==> src/rtl/pixel_stream_framer.sv <==
// pixel_stream_framer
// ---------------------------------------------------------------------------
// Frames a raw pixel stream into H_ACTIVE x V_ACTIVE frames. Each accepted
// pixel is re-issued one cycle later together with its (x, y) position and
// first-of-frame / last-of-line / last-of-frame markers. Framing problems
// (a frame_start_in arriving mid-frame, or pixels arriving after a frame has
// completed but before the next frame_start_in) raise a sticky error flag.
//
// Stream semantics: valid-only strobe, no backpressure. A pixel is transferred
// in every cycle where pixel_valid_in=1; the output side likewise presents one
// pixel per cycle where pixel_valid_out=1, and markers are only meaningful
// (and are forced to 0 otherwise) while pixel_valid_out=1.
//
// Optional feature: define FRAMER_ERR_CNT_EN to enable the 16-bit saturating
// error-event counter on err_count; without it err_count is tied to 0.
//
// Ports
//   clk              sole clock, rising edge
//   rst_n            asynchronous active-low reset
//   frame_start_in   one-cycle pulse, start of a new frame
//   pixel_valid_in   rgb_in holds an active pixel this cycle
//   rgb_in[23:0]     pixel {R,G,B}
//   err_clr          clears frame_err / err_count (an error event wins)
//   pixel_valid_out  registered pixel strobe
//   rgb_out[23:0]    registered pixel
//   x_out, y_out     column / row of the output pixel
//   sof_out          first pixel of frame
//   eol_out          last pixel of line
//   eof_out          last pixel of frame
//   frame_err        sticky framing-error flag
//   err_count[15:0]  framing-error event counter
//   state_dbg        FSM state, 0 = WAIT_SOF, 1 = ACTIVE
// ---------------------------------------------------------------------------
module pixel_stream_framer #(
  parameter int H_ACTIVE = 640,
  parameter int V_ACTIVE = 480
) (
  input  logic                        clk,
  input  logic                        rst_n,
  input  logic                        frame_start_in,
  input  logic                        pixel_valid_in,
  input  logic [23:0]                 rgb_in,
  input  logic                        err_clr,
  output logic                        pixel_valid_out,
  output logic [23:0]                 rgb_out,
  output logic [$clog2(H_ACTIVE)-1:0] x_out,
  output logic [$clog2(V_ACTIVE)-1:0] y_out,
  output logic                        sof_out,
  output logic                        eol_out,
  output logic                        eof_out,
  output logic                        frame_err,
  output logic [15:0]                 err_count,
  output logic                        state_dbg
);

  localparam int XW = $clog2(H_ACTIVE);
  localparam int YW = $clog2(V_ACTIVE);
  localparam logic [XW-1:0] X_LAST = XW'(H_ACTIVE - 1);
  localparam logic [YW-1:0] Y_LAST = YW'(V_ACTIVE - 1);

  typedef enum logic {
    WAIT_SOF = 1'b0,
    ACTIVE   = 1'b1
  } state_t;

  state_t        state, state_next;
  logic [XW-1:0] x_cnt, x_cnt_next, cur_x;
  logic [YW-1:0] y_cnt, y_cnt_next, cur_y;
  logic          frame_done, frame_done_next;
  logic          accept;
  logic          at_eol, at_eof;
  logic          short_err, overrun_err, err_event;

  assign state_dbg = (state == ACTIVE);

  // -------------------------------------------------------------------------
  // Next-state / position logic
  // -------------------------------------------------------------------------
  always_comb begin
    state_next      = state;
    x_cnt_next      = x_cnt;
    y_cnt_next      = y_cnt;
    frame_done_next = frame_done;
    cur_x           = x_cnt;
    cur_y           = y_cnt;
    accept          = 1'b0;
    at_eol          = 1'b0;
    at_eof          = 1'b0;
    short_err       = 1'b0;
    overrun_err     = 1'b0;

    // A frame start re-bases the position in the same cycle, so a pixel that
    // arrives together with the pulse lands on (0,0) of the new frame.
    if (frame_start_in) begin
      cur_x = '0;
      cur_y = '0;
    end

    accept = pixel_valid_in && (frame_start_in || (state == ACTIVE));
    at_eol = accept && (cur_x == X_LAST);
    at_eof = at_eol && (cur_y == Y_LAST);

    // Any frame start while a frame is still open truncates that frame.
    short_err = frame_start_in && (state == ACTIVE);
    // Stray pixels only count as an overrun once a frame has completed;
    // pixels seen before the very first frame start are simply ignored.
    overrun_err = pixel_valid_in && !frame_start_in &&
                  (state == WAIT_SOF) && frame_done;

    x_cnt_next = cur_x;
    y_cnt_next = cur_y;
    if (accept) begin
      if (at_eol) begin
        x_cnt_next = '0;
        y_cnt_next = at_eof ? '0 : cur_y + 1'b1;
      end else begin
        x_cnt_next = cur_x + 1'b1;
      end
    end

    if (frame_start_in) begin
      state_next      = ACTIVE;
      frame_done_next = 1'b0;
    end
    if (at_eof) begin
      state_next      = WAIT_SOF;
      frame_done_next = 1'b1;
    end
  end

  assign err_event = short_err || overrun_err;

  // -------------------------------------------------------------------------
  // State register
  // -------------------------------------------------------------------------
  always_ff @(posedge clk or negedge rst_n) begin
    if (!rst_n) begin
      state <= WAIT_SOF;
    end else begin
      state <= state_next;
    end
  end

  // -------------------------------------------------------------------------
  // Position counters and frame-completed tracker
  // -------------------------------------------------------------------------
  always_ff @(posedge clk or negedge rst_n) begin
    if (!rst_n) begin
      x_cnt      <= '0;
      y_cnt      <= '0;
      frame_done <= 1'b0;
    end else begin
      x_cnt      <= x_cnt_next;
      y_cnt      <= y_cnt_next;
      frame_done <= frame_done_next;
    end
  end

  // -------------------------------------------------------------------------
  // Output pixel register: data/position hold across gaps, markers do not.
  // -------------------------------------------------------------------------
  always_ff @(posedge clk or negedge rst_n) begin
    if (!rst_n) begin
      pixel_valid_out <= 1'b0;
      rgb_out         <= '0;
      x_out           <= '0;
      y_out           <= '0;
      sof_out         <= 1'b0;
      eol_out         <= 1'b0;
      eof_out         <= 1'b0;
    end else begin
      pixel_valid_out <= accept;
      sof_out         <= accept && (cur_x == '0) && (cur_y == '0);
      eol_out         <= at_eol;
      eof_out         <= at_eof;
      if (accept) begin
        rgb_out <= rgb_in;
        x_out   <= cur_x;
        y_out   <= cur_y;
      end
    end
  end

  // -------------------------------------------------------------------------
  // Sticky error flag: a new event takes priority over a clear.
  // -------------------------------------------------------------------------
  always_ff @(posedge clk or negedge rst_n) begin
    if (!rst_n) begin
      frame_err <= 1'b0;
    end else if (err_event) begin
      frame_err <= 1'b1;
    end else if (err_clr) begin
      frame_err <= 1'b0;
    end
  end

`ifdef FRAMER_ERR_CNT_EN
  logic [15:0] err_cnt_q;

  // Event together with clear restarts the count at one, so the event that
  // kept frame_err set is still accounted for.
  always_ff @(posedge clk or negedge rst_n) begin
    if (!rst_n) begin
      err_cnt_q <= '0;
    end else if (err_event) begin
      if (err_clr) begin
        err_cnt_q <= 16'd1;
      end else if (err_cnt_q != 16'hFFFF) begin
        err_cnt_q <= err_cnt_q + 16'd1;
      end
    end else if (err_clr) begin
      err_cnt_q <= '0;
    end
  end

  assign err_count = err_cnt_q;
`else
  assign err_count = 16'h0000;
`endif

endmodule

==> config.mk <==
export PLATFORM = sky130hd
export DESIGN_NAME = pixel_stream_framer
export DESIGN_NICKNAME = d
export VERILOG_FILES = /design/src/rtl/pixel_stream_framer.sv
export SDC_FILE = /design/constraint.sdc
export NUM_CORES = 1
export LEC_CHECK = 0
export ABC_AREA = 1
export BUFFER_PORTS_ARGS = -buffer_cell sky130_fd_sc_hd__buf_2
export CORE_ASPECT_RATIO = 0.5
export CORE_MARGIN = 2
export CORE_UTILIZATION = 52
export CTS_BUF_LIST = sky130_fd_sc_hd__clkbuf_16
export CTS_CLUSTER_SIZE = 20
export DETAILED_ROUTE_END_ITERATION = 8
export MAX_ROUTING_LAYER = met4
export PLACE_DENSITY = 0.81
export SLEW_MARGIN = 25
export SYNTH_ARGS = -nofsm -noshare
export SYNTH_HDL_FRONTEND = slang
export SYNTH_SLANG_ARGS = --single-unit
==> constraint.sdc <==
create_clock -name clk -period 2.3 [get_ports clk]
set_clock_uncertainty 0.2 [all_clocks]
set_input_delay 0.46 -clock clk [delete_from_list [all_inputs] [get_ports clk]]
set_output_delay 0.46 -clock clk [all_outputs]
set_load 0.01 [all_outputs]
==> impl_metrics.toml <==
[layout]
syn2layout_area_growth_pct = 22.8
antenna-diode-count = 0
drive_gt1_share_pct = 25.3
post_layout_nonfiller_instances = 582
layout.nets = 522
filler_cell_count = 517
final_core_util_pct = 66.3

[grt]
number_of_global_route_vias_before_repair = 2424
globalRouteOverflowTotal = 0
antenna_found_initial = 0
grt_start_max_net_pins = 70
track_usage_pct = 23.2
grt_first_pass_wirelength_mm = 11.8

[worst_setup_path]
setup.worst_path.class = "reg -> reg"
crit_path_start_kind = "flop"
cpMostUsedCell = "nand2_1"
worstPathMaxFanout = 9
worst_ep_arrival_time_ps = 1920
critPathMaxStageDelay_ps = 350
worstPathCellList = "inv_1, nor2_1, ha_1, inv_1, nor2_1, nand2_1, nor2_8, nand2_1, nand2_1, nand2_1"
endpoint_kind = "flop"
required_time_of_the_worst_setup_path_ps = 2320
worst_path_max_delay_cell = "dfrtp_1"

[synthesis]
synth_enable_flop_cells = 0
synthesis.instances = 402
synth_async_sr_flop_share_pct = 100
synth.area.top_cells = "dfrtp_1 52%, nand2_1 16%, nand3_1 4.4%"
yosysSeqAreaShare_pct = 52.4
yosysUniqueCellTypes = 25
most_used_dff_post_synth = "dfrtp_1"
yosys-top-cells-count = "141 x nand2_1, 69 x dfrtp_1, 33 x inv_1, 29 x nand3_1, 27 x o21ai_0"
synth.top_cell.area_share_pct = 52.4
yosys.cell_count.top_type = "nand2_1"
per_instance_average_area_after_synthesis_sq_um = 8.20
ys_warn_count = 0
flop_and_latch_count_out_of_synthesis = 69
netlist_area_sq_mm = 0.00329
library_cell_occupying_the_most_area_in_the_post_synthesis_netlist = "dfrtp_1"

[timing]
hold_ws_ps = 115
fin_crit_sh_pct = 82.7
final_hold_viol_count = 0
fin_setup_tns_ps = 0
timing.fmax_mhz = 526
final_max_slew_viol_count = 0
grt_setup_unrepaired = "false"
setup_viol_count_final = 0
layout_min_cycle_time_ps = 1900

[routing]
route.detailed.drc = 0
postRouteWirelength_mm = 7.05
drt-wirelength-per-cell_um = 12.1
dr.pass1.iters = 5
num_vias = 2812
drt-vias-per-instance = 4.83
drt.antenna.violating_nets = 0
drt_first_iter_violations = 268

[cts]
post-cts-setup-buffers = 0
root_buffer_cell = "clkbuf_16"
clkLatencyLatePin_ps = 330
tritoncts_buffer_count = 9
tritoncts_num_sinks = 69
clkSlewWorstSetupHoldPaths_ps = 50
max-clock-path-buffers = 2
cts_htree_levels = 3
tritoncts = "done"
post_cts_resize_count = 0

[die]
std_cell_rows = 20
core_area_sq_mm = 0.00611
die-width_um = 117
die-area_sq_mm = 0.00703
number_of_i_o_pins = 94
floorplan.initialDensity_pct = 54.0
die_h_um = 60.3

[min_path]
hp-class = "in -> reg"

[placed_design]
place.detailed.instances = 565
gp_routability_congestion = 0.893
hpwlAfterDp_mm = 4.99
placement.io_buffers = 77

[power]
vdd.ir_drop.worst_mv = 0.317
total_power_mw = 2.76
power_density_mw_per_mm2 = 683
total_leakage_power_nw = 2.20

[outcome]
run_status = "complete, no violations"

[job]
max-cap-violations = 0
-- report_power, final --
part | switching (mW) | leakage (nW) | internal, mW
registers | 0.0243 | 0.905 | 1.27
logic | 0.155 | 1.16 | 0.0894
clock network | 0.506 | 0.136 | 0.722
total | 0.686 | 2.20 | 2.08
-- logic make-up (layout without fill, tap and decap cells) --
| group | count (synthesis) | count (layout) | synth area share, % |
|---|---|---|---|
| AOI/OAI and AO/OA | 33 | 33 | 5.05 |
| other | 1 | 16 | 0.114 |
| and+or+nand+nor | 225 | 225 | 29.7 |
| xor gates and xnor gates | 4 | 4 | 1.06 |
| adders and majority gates | 4 | 4 | 1.52 |
| buffers and inverters | 66 | 143 | 10.2 |
| DFF | 69 | 69 | 52.4 |
-- cell type report --
type | count | area [sq um] | share of cell area (%)
Clock buffer | 9 | 225 | 5.57
Tap cell | 88 | 110 | 2.72
Inverter | 36 | 135 | 3.34
Multi-Input combinational cell | 282 | 1300 | 32.1
Timing Repair Buffer | 91 | 505 | 12.5
Sequential cell | 69 | 1730 | 42.7
Clock inverter | 7 | 43.8 | 1.08
-- flip-flops by register name (all words and copies together), names as in the netlist, 9 cells and up --
signal   flops
rgb_out     24
x_cnt       10
x_out       10
y_cnt        9
y_out        9
-- cells in the final DEF, fill, tap and decap left out, types with 4 or more instances in the layout --
cell,instances
nand4_1,6
nor3_1,8
conb_1,16
nand2_1,141
ha_1,4
dfrtp_1,69
buf_4,12
o21ai_0,27
buf_2,77
clkbuf_16,9
nor2_2,5
nand3_1,29
nor2_1,25
inv_1,34
nand2_2,6
-- critical path: cells and delay by family (launching register included) --
kind,cells,cell delay [ps]
adder cells (fa/ha/maj),1,220
buffers and inverters,2,130
flip-flops,1,350
AND/OR/NAND/NOR,7,900
-- repair_timing --
action	4_1_cts	5_1_grt
endpoints found under the setup margin	0	0
hold endpoints to repair	69	0
hold buffers	1	0
-- stage by stage --
| stage | cell area [sq um] | setup WS [ps] |
|---|---|---|
| after floorplan | 3350 | 335 |
| after global placement | 3770 | 173 |
| after detailed placement | 3770 | 83.5 |
| after CTS | 4050 | 415 |
| after global routing | 4050 | 221 |
| final | 4050 | 397 |
-- path summary, 6_finish.rpt --
path | slack [ps] | depth (start not counted) | start | to
max | 400 | 10 | x_cnt[0]$_DFF_PN0_ | state_dbg$_DFFE_PN0P_
min | 110 | 2 | err_clr | frame_err$_DFFE_PN0P_
max reg2reg | 400 | 10 | x_cnt[0]$_DFF_PN0_ | state_dbg$_DFFE_PN0P_
min reg2reg | 270 | 2 | y_out[6]$_DFFE_PN0N_ | y_out[6]$_DFFE_PN0N_
max in group asynchronous | 1110 | 3 | rst_n | y_out[0]$_DFFE_PN0N_
min in group asynchronous | 490 | 3 | rst_n | rgb_out[8]$_DFFE_PN0N_
-- per-layer routing --
metal / share of wire [%] / up-vias / wire, um / track usage, %
met5: 0 / - / 0 / -
met4: 1.7 / 0 / 119 / 8.24
met3: 6.9 / 15 / 483 / 6.90
met2: 44 / 112 / 3080 / 33.2
met1: 48 / 1279 / 3370 / 31.5
li1: - / 1406 / - / -
No activity file was read; power rests on OpenSTA's default activity.
